`src/rtl/riscv_pkg.sv`:
```
// Shared core types for the fetch stage: word widths, reset PC and the
// {pc, instr} entry carried through the fetch buffer.
package riscv_pkg;

   localparam int          XLEN             = 32;
   localparam int          ILEN             = 32;
   localparam logic [31:0] NOP_INSTR        = 32'h0000_0013;
   localparam logic [31:0] DEFAULT_RESET_PC = 32'h0000_0000;

   typedef struct packed {
      logic [XLEN-1:0] pc;
      logic [ILEN-1:0] instr;
   } fetch_entry_t;

   // Instructions are word aligned; stray low address bits are dropped.
   function automatic logic [XLEN-1:0] align_pc(input logic [XLEN-1:0] addr);
      return {addr[XLEN-1:2], 2'b00};
   endfunction

endpackage

```
`src/rtl/fetch_unit_if.sv`:
```
// Fetch-stage bus: instruction memory port, execute redirect, halt and the
// decode-facing valid/ready head of the fetch buffer.
interface fetch_unit_if #(
   parameter int FIFO_DEPTH = 2
);
   import riscv_pkg::*;

   localparam int CNT_W = $clog2(FIFO_DEPTH) + 1;

   logic [XLEN-1:0]  imem_addr;
   logic [ILEN-1:0]  imem_instr;
   logic             redirect_valid;
   logic [XLEN-1:0]  redirect_pc;
   logic             halt;
   logic             out_valid;
   logic [XLEN-1:0]  out_pc;
   logic [ILEN-1:0]  out_instr;
   logic             out_ready;
   logic [CNT_W-1:0] fifo_count;

   modport master (
      output imem_addr,
      input  imem_instr,
      input  redirect_valid,
      input  redirect_pc,
      input  halt,
      output out_valid,
      output out_pc,
      output out_instr,
      input  out_ready,
      output fifo_count
   );

   modport slave (
      input  imem_addr,
      output imem_instr,
      output redirect_valid,
      output redirect_pc,
      output halt,
      input  out_valid,
      input  out_pc,
      input  out_instr,
      output out_ready,
      input  fifo_count
   );

endinterface

```
`src/rtl/fetch_fifo.sv`:
```
// In-order fetch buffer of {pc, instr} entries with synchronous flush.
// Head is read straight from storage; there is no write-to-read bypass.
module fetch_fifo
   import riscv_pkg::*;
#(
   parameter int DEPTH = 2,
   localparam int PTR_W = $clog2(DEPTH),
   localparam int CNT_W = PTR_W + 1
) (
   input  logic         clk,
   input  logic         rst_n,
   input  logic         flush,
   input  logic         push,
   input  fetch_entry_t wr_data,
   input  logic         pop,
   output fetch_entry_t rd_data,
   output logic [CNT_W-1:0] count
);

   fetch_entry_t     mem_q [DEPTH];
   fetch_entry_t     mem_d [DEPTH];
   logic [PTR_W-1:0] rd_ptr_q, rd_ptr_d;
   logic [PTR_W-1:0] wr_ptr_q, wr_ptr_d;
   logic [CNT_W-1:0] count_q, count_d;

   always_comb begin
      mem_d    = mem_q;
      rd_ptr_d = rd_ptr_q;
      wr_ptr_d = wr_ptr_q;
      count_d  = count_q;
      if (flush) begin
         rd_ptr_d = {PTR_W{1'b0}};
         wr_ptr_d = {PTR_W{1'b0}};
         count_d  = {CNT_W{1'b0}};
      end else begin
         if (push) begin
            mem_d[wr_ptr_q] = wr_data;
            wr_ptr_d        = wr_ptr_q + PTR_W'(1);
         end else begin
            wr_ptr_d = wr_ptr_q;
         end
         if (pop) begin
            rd_ptr_d = rd_ptr_q + PTR_W'(1);
         end else begin
            rd_ptr_d = rd_ptr_q;
         end
         // Simultaneous push and pop on a full buffer leaves the count unchanged.
         case ({push, pop})
            2'b10:   count_d = count_q + CNT_W'(1);
            2'b01:   count_d = count_q - CNT_W'(1);
            default: count_d = count_q;
         endcase
      end
   end

   always_ff @(posedge clk or negedge rst_n) begin
      if (!rst_n) begin
         for (int i = 0; i < DEPTH; i++) begin
            mem_q[i] <= {$bits(fetch_entry_t){1'b0}};
         end
         rd_ptr_q <= {PTR_W{1'b0}};
         wr_ptr_q <= {PTR_W{1'b0}};
         count_q  <= {CNT_W{1'b0}};
      end else begin
         mem_q    <= mem_d;
         rd_ptr_q <= rd_ptr_d;
         wr_ptr_q <= wr_ptr_d;
         count_q  <= count_d;
      end
   end

   assign rd_data = mem_q[rd_ptr_q];
   assign count   = count_q;

endmodule

```
`src/rtl/fetch_unit.sv`:
```
// Instruction fetch: owns the PC, fetches one word per cycle into the fetch
// buffer and reloads the PC on redirects from execute.
module fetch_unit
   import riscv_pkg::*;
#(
   parameter logic [XLEN-1:0] RESET_PC   = DEFAULT_RESET_PC,
   parameter int              FIFO_DEPTH = 2
) (
   input logic           clk,
   input logic           rst_n,
   fetch_unit_if.master  bus
);

   localparam int CNT_W = $clog2(FIFO_DEPTH) + 1;

   logic [XLEN-1:0]  pc_q, pc_d;
   logic [CNT_W-1:0] count_s;
   logic             out_valid_s;
   logic             pop_s;
   logic             push_s;
   fetch_entry_t     wr_entry_s;
   fetch_entry_t     head_s;

   // Redirect outranks everything: the head handshake in that cycle is void.
   always_comb begin
      out_valid_s = (count_s != CNT_W'(0));
      pop_s       = out_valid_s & bus.out_ready & ~bus.redirect_valid;
      push_s      = ~bus.halt & ~bus.redirect_valid
                    & ((count_s < CNT_W'(FIFO_DEPTH)) | pop_s);
      wr_entry_s.pc    = pc_q;
      wr_entry_s.instr = bus.imem_instr;
      if (bus.redirect_valid) begin
         pc_d = align_pc(bus.redirect_pc);
      end else if (push_s) begin
         pc_d = pc_q + 32'd4;
      end else begin
         pc_d = pc_q;
      end
   end

   always_ff @(posedge clk or negedge rst_n) begin
      if (!rst_n) begin
         pc_q <= RESET_PC;
      end else begin
         pc_q <= pc_d;
      end
   end

   fetch_fifo #(
      .DEPTH (FIFO_DEPTH)
   ) u_fifo (
      .clk     (clk),
      .rst_n   (rst_n),
      .flush   (bus.redirect_valid),
      .push    (push_s),
      .wr_data (wr_entry_s),
      .pop     (pop_s),
      .rd_data (head_s),
      .count   (count_s)
   );

   assign bus.imem_addr  = pc_q;
   assign bus.out_valid  = out_valid_s;
   assign bus.out_pc     = head_s.pc;
   assign bus.out_instr  = head_s.instr;
   assign bus.fifo_count = count_s;

endmodule

```
`src/flat_wrapper.sv`:
```
// flat-port wrapper written by rule: the top's interface ports become plain ports
module fetch_unit_flat import riscv_pkg::*;
#(
   parameter logic [XLEN-1:0] RESET_PC   = DEFAULT_RESET_PC,
   parameter int              FIFO_DEPTH = 2
)
  (clk, rst_n, bus_imem_addr, bus_imem_instr, bus_redirect_valid, bus_redirect_pc, bus_halt, bus_out_valid, bus_out_pc, bus_out_instr, bus_out_ready, bus_fifo_count);
  fetch_unit_if #(.FIFO_DEPTH(FIFO_DEPTH)) bus_i ();
  input logic clk;
  input logic rst_n;
  output wire logic [$bits(bus_i.imem_addr)-1:0] bus_imem_addr;
  input wire logic [$bits(bus_i.imem_instr)-1:0] bus_imem_instr;
  input wire logic [$bits(bus_i.redirect_valid)-1:0] bus_redirect_valid;
  input wire logic [$bits(bus_i.redirect_pc)-1:0] bus_redirect_pc;
  input wire logic [$bits(bus_i.halt)-1:0] bus_halt;
  output wire logic [$bits(bus_i.out_valid)-1:0] bus_out_valid;
  output wire logic [$bits(bus_i.out_pc)-1:0] bus_out_pc;
  output wire logic [$bits(bus_i.out_instr)-1:0] bus_out_instr;
  input wire logic [$bits(bus_i.out_ready)-1:0] bus_out_ready;
  output wire logic [$bits(bus_i.fifo_count)-1:0] bus_fifo_count;
  assign bus_imem_addr = bus_i.imem_addr;
  assign bus_i.imem_instr = bus_imem_instr;
  assign bus_i.redirect_valid = bus_redirect_valid;
  assign bus_i.redirect_pc = bus_redirect_pc;
  assign bus_i.halt = bus_halt;
  assign bus_out_valid = bus_i.out_valid;
  assign bus_out_pc = bus_i.out_pc;
  assign bus_out_instr = bus_i.out_instr;
  assign bus_i.out_ready = bus_out_ready;
  assign bus_fifo_count = bus_i.fifo_count;
  fetch_unit #(.RESET_PC(RESET_PC), .FIFO_DEPTH(FIFO_DEPTH)) u_core (.clk(clk), .rst_n(rst_n), .bus(bus_i));
endmodule
```
`config.mk`:
```
export PLATFORM = sky130hd
export DESIGN_NAME = fetch_unit_flat
export DESIGN_NICKNAME = d
export VERILOG_FILES = /design/src/rtl/riscv_pkg.sv /design/src/rtl/fetch_unit_if.sv /design/src/rtl/fetch_fifo.sv /design/src/rtl/fetch_unit.sv /design/src/flat_wrapper.sv
export SDC_FILE = /design/constraint.sdc
export NUM_CORES = 1
export LEC_CHECK = 0
export ABC_AREA = 1
export BUFFER_PORTS_ARGS = -buffer_cell sky130_fd_sc_hd__buf_2
export CAP_MARGIN = 20
export CORE_MARGIN = 3
export CORE_UTILIZATION = 34
export CTS_BUF_LIST = sky130_fd_sc_hd__clkbuf_8
export DETAILED_ROUTE_END_ITERATION = 10
export MAX_ROUTING_LAYER = met4
export PLACE_DENSITY = 0.62
export SYNTH_ARGS = -nofsm -noshare
export SYNTH_HDL_FRONTEND = slang
export SYNTH_SLANG_ARGS = --single-unit
```
`constraint.sdc`:
```
create_clock -name clk -period 1.64 [get_ports clk]
set_input_delay 0.082 -clock clk [delete_from_list [all_inputs] [get_ports clk]]
set_output_delay 0.082 -clock clk [all_outputs]
set_load 0.05 [all_outputs]
```
# After elaboration in Yosys (flattened, before gate mapping)
# Index checks and enable logic that the tools add are counted.
# totals
register_bits,164
out_inout_bits,99
word_cells,48
# classes
n_addsub,5
order_cmp,4
n_eq_ne,2
n_mux,14
bitwise,9
reduce_logical,6
# ops
operator,n
2-to-1 mux 64 bit,4
bitwise mux 128 bit,1
demux 64 bit (select 1 bit),1
2-to-1 mux 32 bit,2
"adder 32 x 3 -> 32 bit, second input constant",1
nonzero test 2 bit,3
bitwise AND 1 bit,4
"greater-or-equal comparator 2 bit, second input constant",2
2-to-1 mux 1 bit,4
NOT 1 -> 2 bit,2
one-hot mux 2 bit (2 select lines),1
nonzero test 3 bit,1
"adder 1 bit, second input constant",2
"adder 2 x 1 -> 2 bit, second input constant",1
"== test 2 x 1 -> 1 bit, second input constant",1
"== test 2 bit, second input constant",1
"< comparator 2 x 1 -> 1 bit, second input constant",1
"< comparator 2 bit, second input constant",1
2-to-1 mux 2 bit,1
NOT 1 bit,2
AND reduction 2 bit,1
"subtractor 2 x 1 -> 2 bit, second input constant",1
logical AND 1 bit,1
OR 1 bit,1

# Logic depth before layout (Yosys ltp)
# logic_depth
ltp_word,8
ltp_mapped,10

# Modules after synthesis
# From an unflattened synthesis, not the netlist that was laid out.
# unflattened
hier_cells,931
hier_area_um2,8046.5
# by_module_without_submodules
module,n_inst,cells_per_inst,area_each_um2
fetch_fifo,1,578,5741.8
fetch_unit,1,353,2304.7

# Worst setup path before layout
# OpenSTA, ideal clock, no wires.
# synth_timing
kind,register -> register
from,reg u_core.u_fifo.count_q[1] (netlist: u_core.u_fifo.count[1])
to,reg u_core.u_fifo.count_q[1] (netlist: u_core.u_fifo.count[1])
setup_ps,119
arrival_ps,1794
slack_ps,-273
path_stages_with_launch,9
n_path_buf,0
period_less_slack_ps,1913
cell_sequence,dfrtp_1 inv_2 nand2_1 nand2_1 nor2_1 nand2_1 xor2_1 nand2_1 nand2_1
# synth_via
elab_chain_cells,8
elab_cells_between_ends,13
cone_classes,add/sub (2); order compare (1); eq/ne (2); mux (2); bitwise (4); reduce/logical (2)
# synth_lines
item,line,rtl
"start, declared",fetch_fifo.sv:24,"logic [CNT_W-1:0] count_q, count_d;"
"start signal, assigned",fetch_fifo.sv:63,count_q <= {CNT_W{1'b0}};
"start signal, assigned",fetch_fifo.sv:68,count_q <= count_d;
nonzero test 2 bit (*),fetch_unit.sv:26,out_valid_s = (count_s != CNT_W'(0));
named net bus_out_valid,flat_wrapper.sv:16,output wire logic [$bits(bus_i.out_valid)-1:0] bus_out_valid;
bitwise AND 1 bit (*) (2 in a row),fetch_unit.sv:27,pop_s = out_valid_s & bus.out_ready & ~bus.redirect_valid;
OR 1 bit,fetch_unit.sv:29,& ((count_s < CNT_W'(FIFO_DEPTH)) | pop_s);
bitwise AND 1 bit,fetch_unit.sv:29,
== test 2 x 1 -> 1 bit or == test 2 bit (tied branches),fetch_fifo.sv:48,"case ({push, pop})"
one-hot mux 2 bit (2 select lines),fetch_fifo.sv:48,
2-to-1 mux 2 bit,fetch_fifo.sv:31,if (flush) begin
# Mark *: on every way through the listed nets, which the timed path passes. The rest lies on a longest branch.
# A chain may end at the register's enable or synchronous reset.

# Final worst setup path
# layout_timing
from,reg u_core.u_fifo.rd_ptr_q
to,out bus_out_instr[8]
# layout_via
elab_chain_cells,4
# layout_lines
item,line,rtl
"start, declared",fetch_fifo.sv:22,"logic [PTR_W-1:0] rd_ptr_q, rd_ptr_d;"
"start signal, assigned",fetch_fifo.sv:61,rd_ptr_q <= {PTR_W{1'b0}};
"start signal, assigned",fetch_fifo.sv:66,rd_ptr_q <= rd_ptr_d;
NOT 1 -> 2 bit (not written as such),fetch_fifo.sv:72,assign rd_data = mem_q[rd_ptr_q];
2-to-1 mux 64 bit (not written as such) (3 in a row),fetch_fifo.sv:72,
"end, declared",flat_wrapper.sv:18,output wire logic [$bits(bus_i.out_instr)-1:0] bus_out_instr;
# No other way between the ends. The select of a mux whose other input is x is not followed.

==> metrics.yaml <==
drcViolationCount: 0
skew_ns: 0.0131
diodes: 0
grt_max_degree: 62
hold_viol_final: 0
first_pass_iters: 5
avgSynthCellArea_um2: 7.54
cts_root_buf: "clkbuf_8"
gr-total-overflow: 0
cts_tree: "built"
drtIter0Drc: 483
post-dp-hpwl_um: 15500
synthCells: 1046
wl_per_cell_um: 14.5
placed_area_um2: 9010
viasPerCell: 4.68
io_pins: 168
grt_usage_pct: 18.5
nets: 1341
clk_path_buf_depth: 2
arrival_ns: 1.61
cp-start-kind: "flop"
clk_pin_slew_worst_paths_ns: 0.10
ff2ff_setup_slack_ns: 0.07
vias: 7344
gp_congestion: 0.867
cts-buffers-inserted: 17
rr_endpoint: "u_core.bus.imem_addr[16]"
synth-seq-cells: 158
cts_sinks: 158
worst_slack_ns: -0.0533
io_buffers: 161
yosysWarnings: 0
grt_pass1_wl_um: 35500
fp.dieArea_um2: 25100
clkLatencyLatePin_ns: 0.45
hp-class: "in -> reg"
synth-seq-area-share_pct: 50.1
nFillCells: 2196
setup_viol: 34
leakage_nw: 5.49
holdPathEnd: "u_core.u_fifo.rd_ptr_q"
drive_gt1_share_pct: 22.7
antenna_found_initial: 0
status: "finished with violations"
layout_worst_path_cycle_share_pct: 103
drt-total-wl_um: 22700
fp.dieW_um: 158
ir_drop_v: 0.000435
drv_cap: 0
whs_path_depth: 3
critical_path_required_ns: 1.56
synthesis.area_um2: 7890
worstPathMaxFanout: 15
r2r_cells: 7
crit_path_end_kind: "output port"
grt_setup_unrepaired: "true"
post-route-min-period_ns: 1.69
pwr_density_cell_nw_per_um2: 1300
rows: 55
final_area_um2: 10700
regToRegStartpoint: "u_core.bus.imem_addr[3]"
die_height_um: 158
antenna_left: 0
post-place-ws_ns: 0.0666
grt_pass1_vias: 6896
start_util_pct: 34.7
holdCritStartpoint: "bus_out_ready"
core_area_um2: 22700
fmax_mhz: 591
slew_violations: 0
ys_types: 32
crit_type: "reg -> out"
h-tree-depth: 4
syn_to_final_growth_pct: 35.6
violations: "setup timing"
-- routing by layer --
metal	track usage (%)	vias to the layer above	part of all wire, %
met4	4.75	0	1.7
met3	3.40	24	5.4
met2	28.7	240	46
met1	25.1	3400	47
li1	-	3680	-
met5	-	-	0
-- what timing repair did --
action	4_1_cts	5_1_grt
setup buffers	2	0
endpoints found under the setup margin	62	72
hold endpoints to repair	252	0
gates resized for setup	136	54
pin swaps	0	5
cloned	1	2
hold buffers	63	0
-- power by group --
group,internal (W),switching (W),leakage (nW)
Combinational,0.00194,0.00358,3.34
Clock,0.00140,0.00157,0.194
Sequential,0.00480,0.000591,1.96
Total,0.00813,0.00574,5.49
-- sequential cells by signal, indices dropped and copies added (netlist names) --
name and cells:
u_core.u_fifo.wr_ptr_q 1, u_core.u_fifo.mem_q 124, u_core.u_fifo.count 2, u_core.bus.imem_addr 30, u_core.u_fifo.rd_ptr_q 1
-- metrics by stage --
stage               cells  power (W)  TNS [ns]  hold slack, ns  util (%)
global route         1569     0.0147     -6.34          0.0384      47.1
global placement     1470    0.00994         0         -0.0170      39.7
detailed placement   1470     0.0100         0         -0.0153      39.7
floorplan            1049    0.00877         0          -0.214         -
CTS                  1568     0.0138     -3.81         0.00295      46.3
finish               1569     0.0139    -0.554          0.0383      47.1
-- kinds of logic after synthesis --
group	synth area share, %
flops	50.1
buf+inv	9.10
other cells	0.0475
fa+ha+maj	0.159
xor+xnor	1.11
compound gates	11.4
simple gates	28.0
-- layout by cell type, fill, tap and decap left out, types with 3 or more instances in the layout --
master	synthesis	layout
buf_12	2	9
buf_2	6	98
buf_4	4	17
buf_6	8	48
buf_8	5	18
clkbuf_8	0	18
clkinv_4	0	3
clkinvlp_4	0	4
conb_1	1	4
dfrtp_1	158	153
dfrtp_2	0	5
dlygate4sd3_1	0	63
inv_1	89	90
nand2_1	479	450
nand2_2	7	30
nand2_4	3	9
nand3_1	22	22
nor2_1	55	50
nor2_2	0	5
o211ai_1	4	4
o21ai_0	124	124
o21ai_1	14	14
o21ai_2	13	13
o221ai_1	3	3
xor2_1	9	9
-- Yosys cell counts --
cell        n  area share [%]
o21ai_2    13             1.4
buf_6       8             1.1
a21oi_1     2            0.13
o221ai_1    3            0.33
nor2_4      1            0.14
xnor2_1     1            0.11
nand2_2     7            0.55
nand2_4     3            0.43
buf_4       4            0.38
inv_2       2           0.095
dfrtp_1   158              50
a211oi_1    1           0.095
nand3_1    22             1.4
buf_8       5            0.95
o211ai_1    4            0.38
o21ai_1    14            0.89
xor2_1      9             1.0
clkbuf_4    1           0.095
ha_1        1            0.16
conb_1      1           0.048
buf_1       1           0.048
o21ai_0   124             7.9
nor2_1     55             2.6
nand2_1   479              23
nor3_1      2            0.13
buf_2       6            0.38
a22oi_1     1           0.095
o21ai_4     1            0.21
clkbuf_1   25             1.2
buf_12      2            0.51
inv_1      89             4.2
inv_4       1           0.079
-- worst max-delay path: stages, from the launching register on --
cell       delay (ns)
dfrtp_2          0.50
inv_8            0.14
clkbuf_16        0.19
nand2_1          0.07
nand2_1          0.09
buf_6            0.16
-- worst max path at each step --
stage | from | to | slack, ns | cells past startpoint
after floorplan | u_core.bus.imem_addr[2] | u_core.bus.imem_addr[16] | 0.008 | 7
after global placement | u_core.bus.imem_addr[10] | u_core.bus.imem_addr[27] | 0.12 | 9
after detailed placement | u_core.bus.imem_addr[3] | u_core.bus.imem_addr[16] | 0.07 | 7
after CTS | u_core.u_fifo.rd_ptr_q | bus_out_pc[20] | -0.09 | 4
after global routing | u_core.u_fifo.rd_ptr_q | bus_out_pc[20] | -0.13 | 4
final | u_core.u_fifo.rd_ptr_q | bus_out_instr[8] | -0.05 | 5
-- cell type report --
class | count | area (um2) | share of cell area (%)
repair buffers | 255 | 2290 | 21.4
clock buffers | 18 | 248 | 2.31
multi-input cells | 747 | 3350 | 31.3
inverters | 92 | 355 | 3.32
well taps | 285 | 357 | 3.33
clock inverters | 14 | 146 | 1.37
flip-flops and latches | 158 | 3960 | 37.0
No activity file was read; power rests on OpenSTA's default activity.
